File: src/rtl/urv_defs.sv
// Shared definitions for the divide sequencer: funct3 encodings, FSM states, result-cache key.
// Pure declarations; no latency or flow-control behaviour of its own.
package urv_defs;

  localparam logic [2:0] FUNC_DIV  = 3'b100;
  localparam logic [2:0] FUNC_DIVU = 3'b101;
  localparam logic [2:0] FUNC_REM  = 3'b110;
  localparam logic [2:0] FUNC_REMU = 3'b111;

  localparam int FUN_UNS = 0;
  localparam int FUN_REM = 1;

  typedef enum logic [1:0] {
    ST_IDLE  = 2'd0,
    ST_WAIT  = 2'd1,
    ST_ABORT = 2'd2,
    ST_RESP  = 2'd3
  } div_state_t;

  typedef struct packed {
    logic [31:0] rs1;
    logic [31:0] rs2;
    logic        uns;
  } div_key_t;

  function automatic logic [31:0] neg_if(input logic neg, input logic [31:0] v);
    return neg ? (32'd0 - v) : v;
  endfunction

endpackage

File: src/rtl/urv_div_ctrl_if.sv
// Start/done handshake between the divide sequencer (master) and the iterative core (slave).
// Operands are held by the master from start until done; the core answers with a one-cycle done pulse.
interface urv_div_ctrl_if;

  logic        div_start_o;
  logic [31:0] div_n_o;
  logic [31:0] div_d_o;
  logic        div_done_i;
  logic [31:0] div_q_i;
  logic [31:0] div_r_i;

  modport master (
    output div_start_o, div_n_o, div_d_o,
    input  div_done_i, div_q_i, div_r_i
  );

  modport slave (
    input  div_start_o, div_n_o, div_d_o,
    output div_done_i, div_q_i, div_r_i
  );

endinterface

File: src/rtl/urv_div_cache.sv
// One-entry cache of the last signed-corrected quotient/remainder pair, keyed on operands and signedness.
// Hit is combinational on the lookup key; a write lands on the next edge; never stalls.
module urv_div_cache
  import urv_defs::*;
#(
  parameter bit G_EN = 1'b1
) (
  input  logic        clk,
  input  logic        rst_n,
  input  logic        wr,
  input  div_key_t    wr_key,
  input  logic [31:0] wr_q,
  input  logic [31:0] wr_r,
  input  div_key_t    key,
  output logic        hit,
  output logic [31:0] q,
  output logic [31:0] r
);

  logic     vld;
  div_key_t key_q;

  always_ff @(posedge clk or negedge rst_n) begin
    if (!rst_n) begin
      vld   <= 1'b0;
      key_q <= '0;
      q     <= '0;
      r     <= '0;
    end else if (wr && G_EN) begin
      vld   <= 1'b1;
      key_q <= wr_key;
      q     <= wr_q;
      r     <= wr_r;
    end
  end

  assign hit = G_EN && vld && (key_q == key);

endmodule

File: src/rtl/urv_div_ctrl.sv
// Divide sequencer: sign handling, special-case fast path and result cache around an unsigned core.
// Special/hit resolve in 1 cycle, core runs in k+1; requests stall the pipe until RESP, RESP holds under x_stall_i.
module urv_div_ctrl
  import urv_defs::*;
#(
  parameter bit G_CACHE_EN   = 1'b1,
  parameter bit G_SPECIAL_EN = 1'b1
) (
  input  logic          clk_i,
  input  logic          rst_n_i,
  input  logic          x_stall_i,
  input  logic          x_kill_i,
  output logic          x_stall_req_o,
  input  logic          d_valid_i,
  input  logic          d_is_divide_i,
  input  logic [2:0]    d_fun_i,
  input  logic [31:0]   d_rs1_i,
  input  logic [31:0]   d_rs2_i,
  output logic [31:0]   x_rd_o,
  urv_div_ctrl_if.master core
);

  div_state_t  state;
  logic        req;
  logic        sgn_n;
  logic        sgn_d;
  logic        is_zero;
  logic        is_ovf;
  logic        special;
  logic [31:0] sp_q;
  logic [31:0] sp_r;
  div_key_t    lk_key;
  div_key_t    op_key;
  logic        op_sn;
  logic        op_sd;
  logic        op_rem;
  logic        c_hit;
  logic [31:0] c_q;
  logic [31:0] c_r;
  logic [31:0] q_s;
  logic [31:0] r_s;
  logic        c_wr;
  logic        unused_fun2;

  assign req           = d_valid_i & d_is_divide_i & ~x_kill_i;
  assign x_stall_req_o = d_valid_i & d_is_divide_i & (state != ST_RESP);

  assign sgn_n = d_rs1_i[31] & ~d_fun_i[FUN_UNS];
  assign sgn_d = d_rs2_i[31] & ~d_fun_i[FUN_UNS];

  // Only the signed form can overflow; a zero divisor is special for both forms.
  assign is_zero = (d_rs2_i == 32'd0);
  assign is_ovf  = ~d_fun_i[FUN_UNS] & (d_rs1_i == 32'h8000_0000) & (d_rs2_i == 32'hFFFF_FFFF);
  assign special = G_SPECIAL_EN & (is_zero | is_ovf);
  assign sp_q    = is_zero ? 32'hFFFF_FFFF : 32'h8000_0000;
  assign sp_r    = is_zero ? d_rs1_i : 32'd0;

  assign lk_key      = {d_rs1_i, d_rs2_i, d_fun_i[FUN_UNS]};
  assign unused_fun2 = d_fun_i[2];

  // Quotient sign follows the sign mismatch, remainder sign follows the dividend.
  assign q_s  = neg_if(op_sn ^ op_sd, core.div_q_i);
  assign r_s  = neg_if(op_sn, core.div_r_i);
  assign c_wr = (state == ST_WAIT) & core.div_done_i & ~x_kill_i;

  urv_div_cache #(
    .G_EN (G_CACHE_EN)
  ) u_cache (
    .clk    (clk_i),
    .rst_n  (rst_n_i),
    .wr     (c_wr),
    .wr_key (op_key),
    .wr_q   (q_s),
    .wr_r   (r_s),
    .key    (lk_key),
    .hit    (c_hit),
    .q      (c_q),
    .r      (c_r)
  );

  always_ff @(posedge clk_i or negedge rst_n_i) begin
    if (!rst_n_i) begin
      state            <= ST_IDLE;
      x_rd_o           <= '0;
      core.div_start_o <= 1'b0;
      core.div_n_o     <= '0;
      core.div_d_o     <= '0;
      op_key           <= '0;
      op_sn            <= 1'b0;
      op_sd            <= 1'b0;
      op_rem           <= 1'b0;
    end else begin
      core.div_start_o <= 1'b0;
      unique case (state)
        ST_IDLE: begin
          if (req) begin
            if (special) begin
              x_rd_o <= d_fun_i[FUN_REM] ? sp_r : sp_q;
              state  <= ST_RESP;
            end else if (c_hit) begin
              x_rd_o <= d_fun_i[FUN_REM] ? c_r : c_q;
              state  <= ST_RESP;
            end else begin
              op_key           <= lk_key;
              op_sn            <= sgn_n;
              op_sd            <= sgn_d;
              op_rem           <= d_fun_i[FUN_REM];
              core.div_n_o     <= neg_if(sgn_n, d_rs1_i);
              core.div_d_o     <= neg_if(sgn_d, d_rs2_i);
              core.div_start_o <= 1'b1;
              state            <= ST_WAIT;
            end
          end
        end
        ST_WAIT: begin
          // A kill coinciding with done drops the result; the core is already free.
          if (x_kill_i) begin
            state <= core.div_done_i ? ST_IDLE : ST_ABORT;
          end else if (core.div_done_i) begin
            x_rd_o <= op_rem ? r_s : q_s;
            state  <= ST_RESP;
          end
        end
        ST_ABORT: begin
          if (core.div_done_i) begin
            state <= ST_IDLE;
          end
        end
        ST_RESP: begin
          if (!x_stall_i) begin
            state <= ST_IDLE;
          end
        end
        default: state <= ST_IDLE;
      endcase
    end
  end

endmodule
File: src/flat_wrapper.sv
// flat-port wrapper written by rule: the top's interface ports become plain ports
module urv_div_ctrl_flat import urv_defs::*;
#(
  parameter bit G_CACHE_EN   = 1'b1,
  parameter bit G_SPECIAL_EN = 1'b1
)
  (clk_i, rst_n_i, x_stall_i, x_kill_i, x_stall_req_o, d_valid_i, d_is_divide_i, d_fun_i, d_rs1_i, d_rs2_i, x_rd_o, core_div_start_o, core_div_n_o, core_div_d_o, core_div_done_i, core_div_q_i, core_div_r_i);
  urv_div_ctrl_if core_i ();
  input  logic clk_i;
  input  logic rst_n_i;
  input  logic x_stall_i;
  input  logic x_kill_i;
  output logic x_stall_req_o;
  input  logic d_valid_i;
  input  logic d_is_divide_i;
  input  logic [2:0] d_fun_i;
  input  logic [31:0] d_rs1_i;
  input  logic [31:0] d_rs2_i;
  output logic [31:0] x_rd_o;
  output wire logic [$bits(core_i.div_start_o)-1:0] core_div_start_o;
  output wire logic [$bits(core_i.div_n_o)-1:0] core_div_n_o;
  output wire logic [$bits(core_i.div_d_o)-1:0] core_div_d_o;
  input wire logic [$bits(core_i.div_done_i)-1:0] core_div_done_i;
  input wire logic [$bits(core_i.div_q_i)-1:0] core_div_q_i;
  input wire logic [$bits(core_i.div_r_i)-1:0] core_div_r_i;
  assign core_div_start_o = core_i.div_start_o;
  assign core_div_n_o = core_i.div_n_o;
  assign core_div_d_o = core_i.div_d_o;
  assign core_i.div_done_i = core_div_done_i;
  assign core_i.div_q_i = core_div_q_i;
  assign core_i.div_r_i = core_div_r_i;
  urv_div_ctrl #(.G_CACHE_EN(G_CACHE_EN), .G_SPECIAL_EN(G_SPECIAL_EN)) u_core (.clk_i(clk_i), .rst_n_i(rst_n_i), .x_stall_i(x_stall_i), .x_kill_i(x_kill_i), .x_stall_req_o(x_stall_req_o), .d_valid_i(d_valid_i), .d_is_divide_i(d_is_divide_i), .d_fun_i(d_fun_i), .d_rs1_i(d_rs1_i), .d_rs2_i(d_rs2_i), .x_rd_o(x_rd_o), .core(core_i));
endmodule
File: config.mk
export PLATFORM = sky130hd
export DESIGN_NAME = urv_div_ctrl_flat
export DESIGN_NICKNAME = d
export VERILOG_FILES = /design/src/rtl/urv_defs.sv /design/src/rtl/urv_div_ctrl_if.sv /design/src/rtl/urv_div_cache.sv /design/src/rtl/urv_div_ctrl.sv /design/src/flat_wrapper.sv
export SDC_FILE = /design/constraint.sdc
export NUM_CORES = 1
export LEC_CHECK = 0
export BUFFER_PORTS_ARGS = -buffer_cell sky130_fd_sc_hd__buf_2
export CAP_MARGIN = 20
export CORE_MARGIN = 8
export CORE_UTILIZATION = 45
export CTS_CLUSTER_DIAMETER = 80
export DETAILED_ROUTE_END_ITERATION = 7
export GPL_TIMING_DRIVEN = 0
export PLACE_DENSITY = 0.63
export SYNTH_ARGS = -nofsm -noshare
export SYNTH_HDL_FRONTEND = slang
export SYNTH_HIERARCHICAL = 1
export SYNTH_SLANG_ARGS = --single-unit
File: constraint.sdc
create_clock -name clk_i -period 2.9 [get_ports clk_i]
set_input_delay 0.29 -clock clk_i [delete_from_list [all_inputs] [get_ports clk_i]]
set_output_delay 0.29 -clock clk_i [all_outputs]
set_load 0.02 [all_outputs]
==> impl_metrics.yaml <==
floorplanning:
  die_area_sq_um: 41500
  core_sq_um: 34600
  floorplan.initialDensity_pct: 45.8
  io_pins: 236
  floorplan.die.height_microns: 204
  placementRows: 68
  die_w_microns: 204
cts:
  cts_buffer_depth: 3
  htree_num_levels: 1
  clkSinkCount: 295
  cts_made_buffers: 31
  clkTransAtPathRegs_ps: 60
  cts_root_buffer: "sky130_fd_sc_hd__clkbuf_16"
  tritoncts: "built"
  clkLatencyLatePin_ps: 560
hold_path:
  min-delay-path-class: "input port to register"
  whs_endpoint: "u_core/op_key[10]"
  whs_path_depth: 3
  worst_hold_startpoint: "d_rs2_i[9]"
worst_setup_path:
  worst_ep_arrival_time_ps: 3310
  timing_worst_setup_path_type: "register to register"
  timing.critical_path.slowest_cell_delay_ps: 400
  critical_path.n_buffers_inverters: 5
  rr_endpoint: "u_core/op_key[48]"
  critical_path.max_fanout: 10
  critical-path-slowest-cell: "sky130_fd_sc_hd__dfrtp_1"
  critical-path-top-delay-family: "simple AND/OR/NAND/NOR gates"
  worst_path_cell_chain: "xnor2_1, nand4_1, nor4_4, nand4_1, nor4_2, inv_1, o211a_4, nand2b_4, buf_12, inv_2, buf_6, buf_4, nand2_1, nand2_1"
  crit_required_ps: 3350
  rr_startpoint: "u_core/u_cache/key_q[35]"
  critical_path.startpoint_type: "register"
  setup_slack_on_the_worst_flop_to_flop_path_ps: 40
  reg2regPathDepth: 14
  critical_path.endpoint_type: "register"
timing:
  fin_worst_hold_slack_ps: 21.3
  timing.final.setup_violations: 0
  finalHoldViolCount: 0
  setup-tns-final_ps: 0
  grt_setup_unrepaired: "yes"
  max_slew.worst_pin.slew_ps: 1120
  final_period_minus_worst_setup_slack_ps: 2860
  layout_worst_path_cycle_share_pct: 98.8
  slew_violations: 0
  relative_slew_slack_pct: 24.8
  fmax_ghz: 0.349
  timing.clock.skew_ps: 9.76
global_route:
  track_usage_pct: 26.0
  grt_first_pass_wirelength_mm: 84.5
  grt_start_max_net_pins: 119
  number_of_antenna_violations_at_the_first_check_in_global_routing: 2
  first_global_vias: 14177
  globalRoute.totalOverflow: 0
layout:
  layout-drive-gt1-share_pct: 25.4
  mostFrequentLayoutCell: "sky130_fd_sc_hd__nand2_1"
  cell_count_final_fillers_out: 2390
  utilization_pct: 54.7
  mostFrequentLayoutCells: "297 x sky130_fd_sc_hd__nand2_1, 295 x sky130_fd_sc_hd__dfrtp_1, 250 x sky130_fd_sc_hd__buf_2"
  finalNetCount: 2052
  fillers: 3161
  area_growth_pct: 19.4
synth:
  yosysWarnings: 6
  syn_area_sq_um: 15900
  synthesis.area_per_instance_sq_um: 9.69
  ys.flop_type: "sky130_fd_sc_hd__dfrtp_1"
  synth_sequential_area_ratio_pct: 46.5
  yosys.cell_types.count: 68
  syn_inst_count: 1637
  synth-edff-count: 0
  synth-seq-cells: 295
  async_reset_ff_share_pct: 100
  synthesis.nets: 1780
placed_design:
  port_buffers: 233
  gp_routability_congestion: 0.910
  post-dp-hpwl_mm: 42.3
  dpl.cell_count: 2327
power:
  power_density_nw_per_um2: 878
  irDropWorstVdd_uv: 595
  total_power_w: 0.0166
  power.static_leakage_nw: 8.64
route:
  first_iter_violations: 1098
  drt_drc_violations_left: 0
  drt-vias-per-instance: 5.82
  route.vias.total: 13907
  drt_first_pass_iters: 5
  post_drt_wl_per_cell_microns: 23.3
  postRouteAntennaNets: 0
  routed_wirelength_mm: 55.6
run_status:
  status: "finished, final reports clean"
job:
  timing.max_cap.violations: 0
## state kept, by name, summed over array words and instances, names as in the netlist
name                     flops
u_core/core.div_d_o         32
u_core/core.div_n_o         32
u_core/core.div_start_o      1
u_core/op_key               63
u_core/op_rem                1
u_core/op_sd                 1
u_core/op_sn                 1
u_core/state                 2
u_core/u_cache/key_q        65
u_core/u_cache/q            32
u_core/u_cache/r            32
u_core/u_cache/vld           1
u_core/x_rd_o               32
## synthesized netlist by cell type, types with 20 or more instances
library cell	count	area (sq um)
sky130_fd_sc_hd__nand4_1	22	138
sky130_fd_sc_hd__o31ai_1	28	210
sky130_fd_sc_hd__a21oi_1	34	170
sky130_fd_sc_hd__a31oi_1	27	169
sky130_fd_sc_hd__nand2_1	297	1110
sky130_fd_sc_hd__or3_1	22	138
sky130_fd_sc_hd__clkbuf_1	53	199
sky130_fd_sc_hd__nor2_1	102	383
sky130_fd_sc_hd__mux2i_1	26	260
sky130_fd_sc_hd__inv_1	27	101
sky130_fd_sc_hd__mux2_2	120	1350
sky130_fd_sc_hd__xor2_1	71	622
sky130_fd_sc_hd__nor4_1	22	138
sky130_fd_sc_hd__dfrtp_1	295	7380
sky130_fd_sc_hd__o21ai_0	134	671
sky130_fd_sc_hd__buf_2	20	100
sky130_fd_sc_hd__xnor2_1	102	893
sky130_fd_sc_hd__nor3_1	32	160
## report_power, final
| group | switching (W) | internal, W |
|---|---|---|
| combinational | 0.00324 | 0.00238 |
| clock | 0.00168 | 0.00253 |
| sequential | 0.00103 | 0.00575 |
| total | 0.00595 | 0.0107 |
## worst register-to-register path, cell delays in order, from the launching register on
cell and delay [ps]:
sky130_fd_sc_hd__dfrtp_1 400, sky130_fd_sc_hd__xnor2_1 230, sky130_fd_sc_hd__nand4_1 190, sky130_fd_sc_hd__nor4_4 380, sky130_fd_sc_hd__nand4_1 200, sky130_fd_sc_hd__nor4_2 210
sky130_fd_sc_hd__inv_1 90, sky130_fd_sc_hd__o211a_4 180, sky130_fd_sc_hd__nand2b_4 160, sky130_fd_sc_hd__buf_12 170, sky130_fd_sc_hd__inv_2 60, sky130_fd_sc_hd__buf_6 150
sky130_fd_sc_hd__buf_4 190, sky130_fd_sc_hd__nand2_1 90, sky130_fd_sc_hd__nand2_1 50
## how the worst max path moves through the flow
| stage | cells past startpoint | start | slack, ps | endpoint |
|---|---|---|---|---|
| 6_report | 14 | u_core/u_cache/key_q[35] | 40 | u_core/op_key[48] |
| 5_1_grt | 14 | u_core/u_cache/key_q[12] | -6 | u_core/op_key[50] |
| 4_1_cts | 14 | u_core/u_cache/key_q[51] | 10 | u_core/op_key[48] |
| 3_5_place_dp | 9 | d_rs1_i[24] | -730 | u_core/x_rd_o[4] |
| 3_3_place_gp | 1 | rst_n_i | -4060 | u_core/u_cache/q[5] |
| 2_1_floorplan | 9 | d_rs1_i[18] | 180 | u_core/x_rd_o[25] |
## cell families (layout without fill, tap and decap cells)
kind of cell    count (synthesis)  in the layout  share of synthesized area (%)
simple gates                  577            577                           16.6
compound gates                311            311                           12.8
flops                         295            295                           46.5
xor+xnor                      173            173                           9.55
mux                           146            146                           10.2
buf+inv                       130            426                           4.00
fa+ha+maj                       5              5                          0.394
other cells                     0              2                              0
## metal layers
layer	part of all wire, %	global-route usage (%)
met1	41	33.2
met2	48	43.4
met3	7.7	4.70
met4	3.4	9.56
met5	0	0
## timing repair
| item | 4_1_cts | 5_1_grt |
|---|---|---|
| pin swaps | 0 | 2 |
| endpoints found under the setup margin | 203 | 115 |
| gates resized for setup | 11 | 21 |
| endpoints found under the hold margin | 81 | 0 |
| hold buffers | 4 | 0 |
| setup buffers | 0 | 2 |
## area by class of cell
class,instances,area (sq um),area share [%]
repair buffers,241,1300,6.86
well taps,455,569,3.01
flip-flops and latches,295,7380,39.0
plain buffers,100,554,2.93
clock inverters,13,170,0.899
inverters,28,105,0.555
diodes,2,5.00,0.0264
clock buffers,44,915,4.83
multi-input cells,1212,7940,41.9
## metrics by stage
| stage | worst slack (ps) | cell area, sq um |
|---|---|---|
| 5_1_grt | -6.44 | 18900 |
| 6_report | 35.4 | 18900 |
| 3_5_place_dp | -728 | 17700 |
| 2_1_floorplan | 178 | 15900 |
| 4_1_cts | 13.9 | 18800 |
| 3_3_place_gp | -4060 | 17600 |
(Power assumes the default switching activity.)
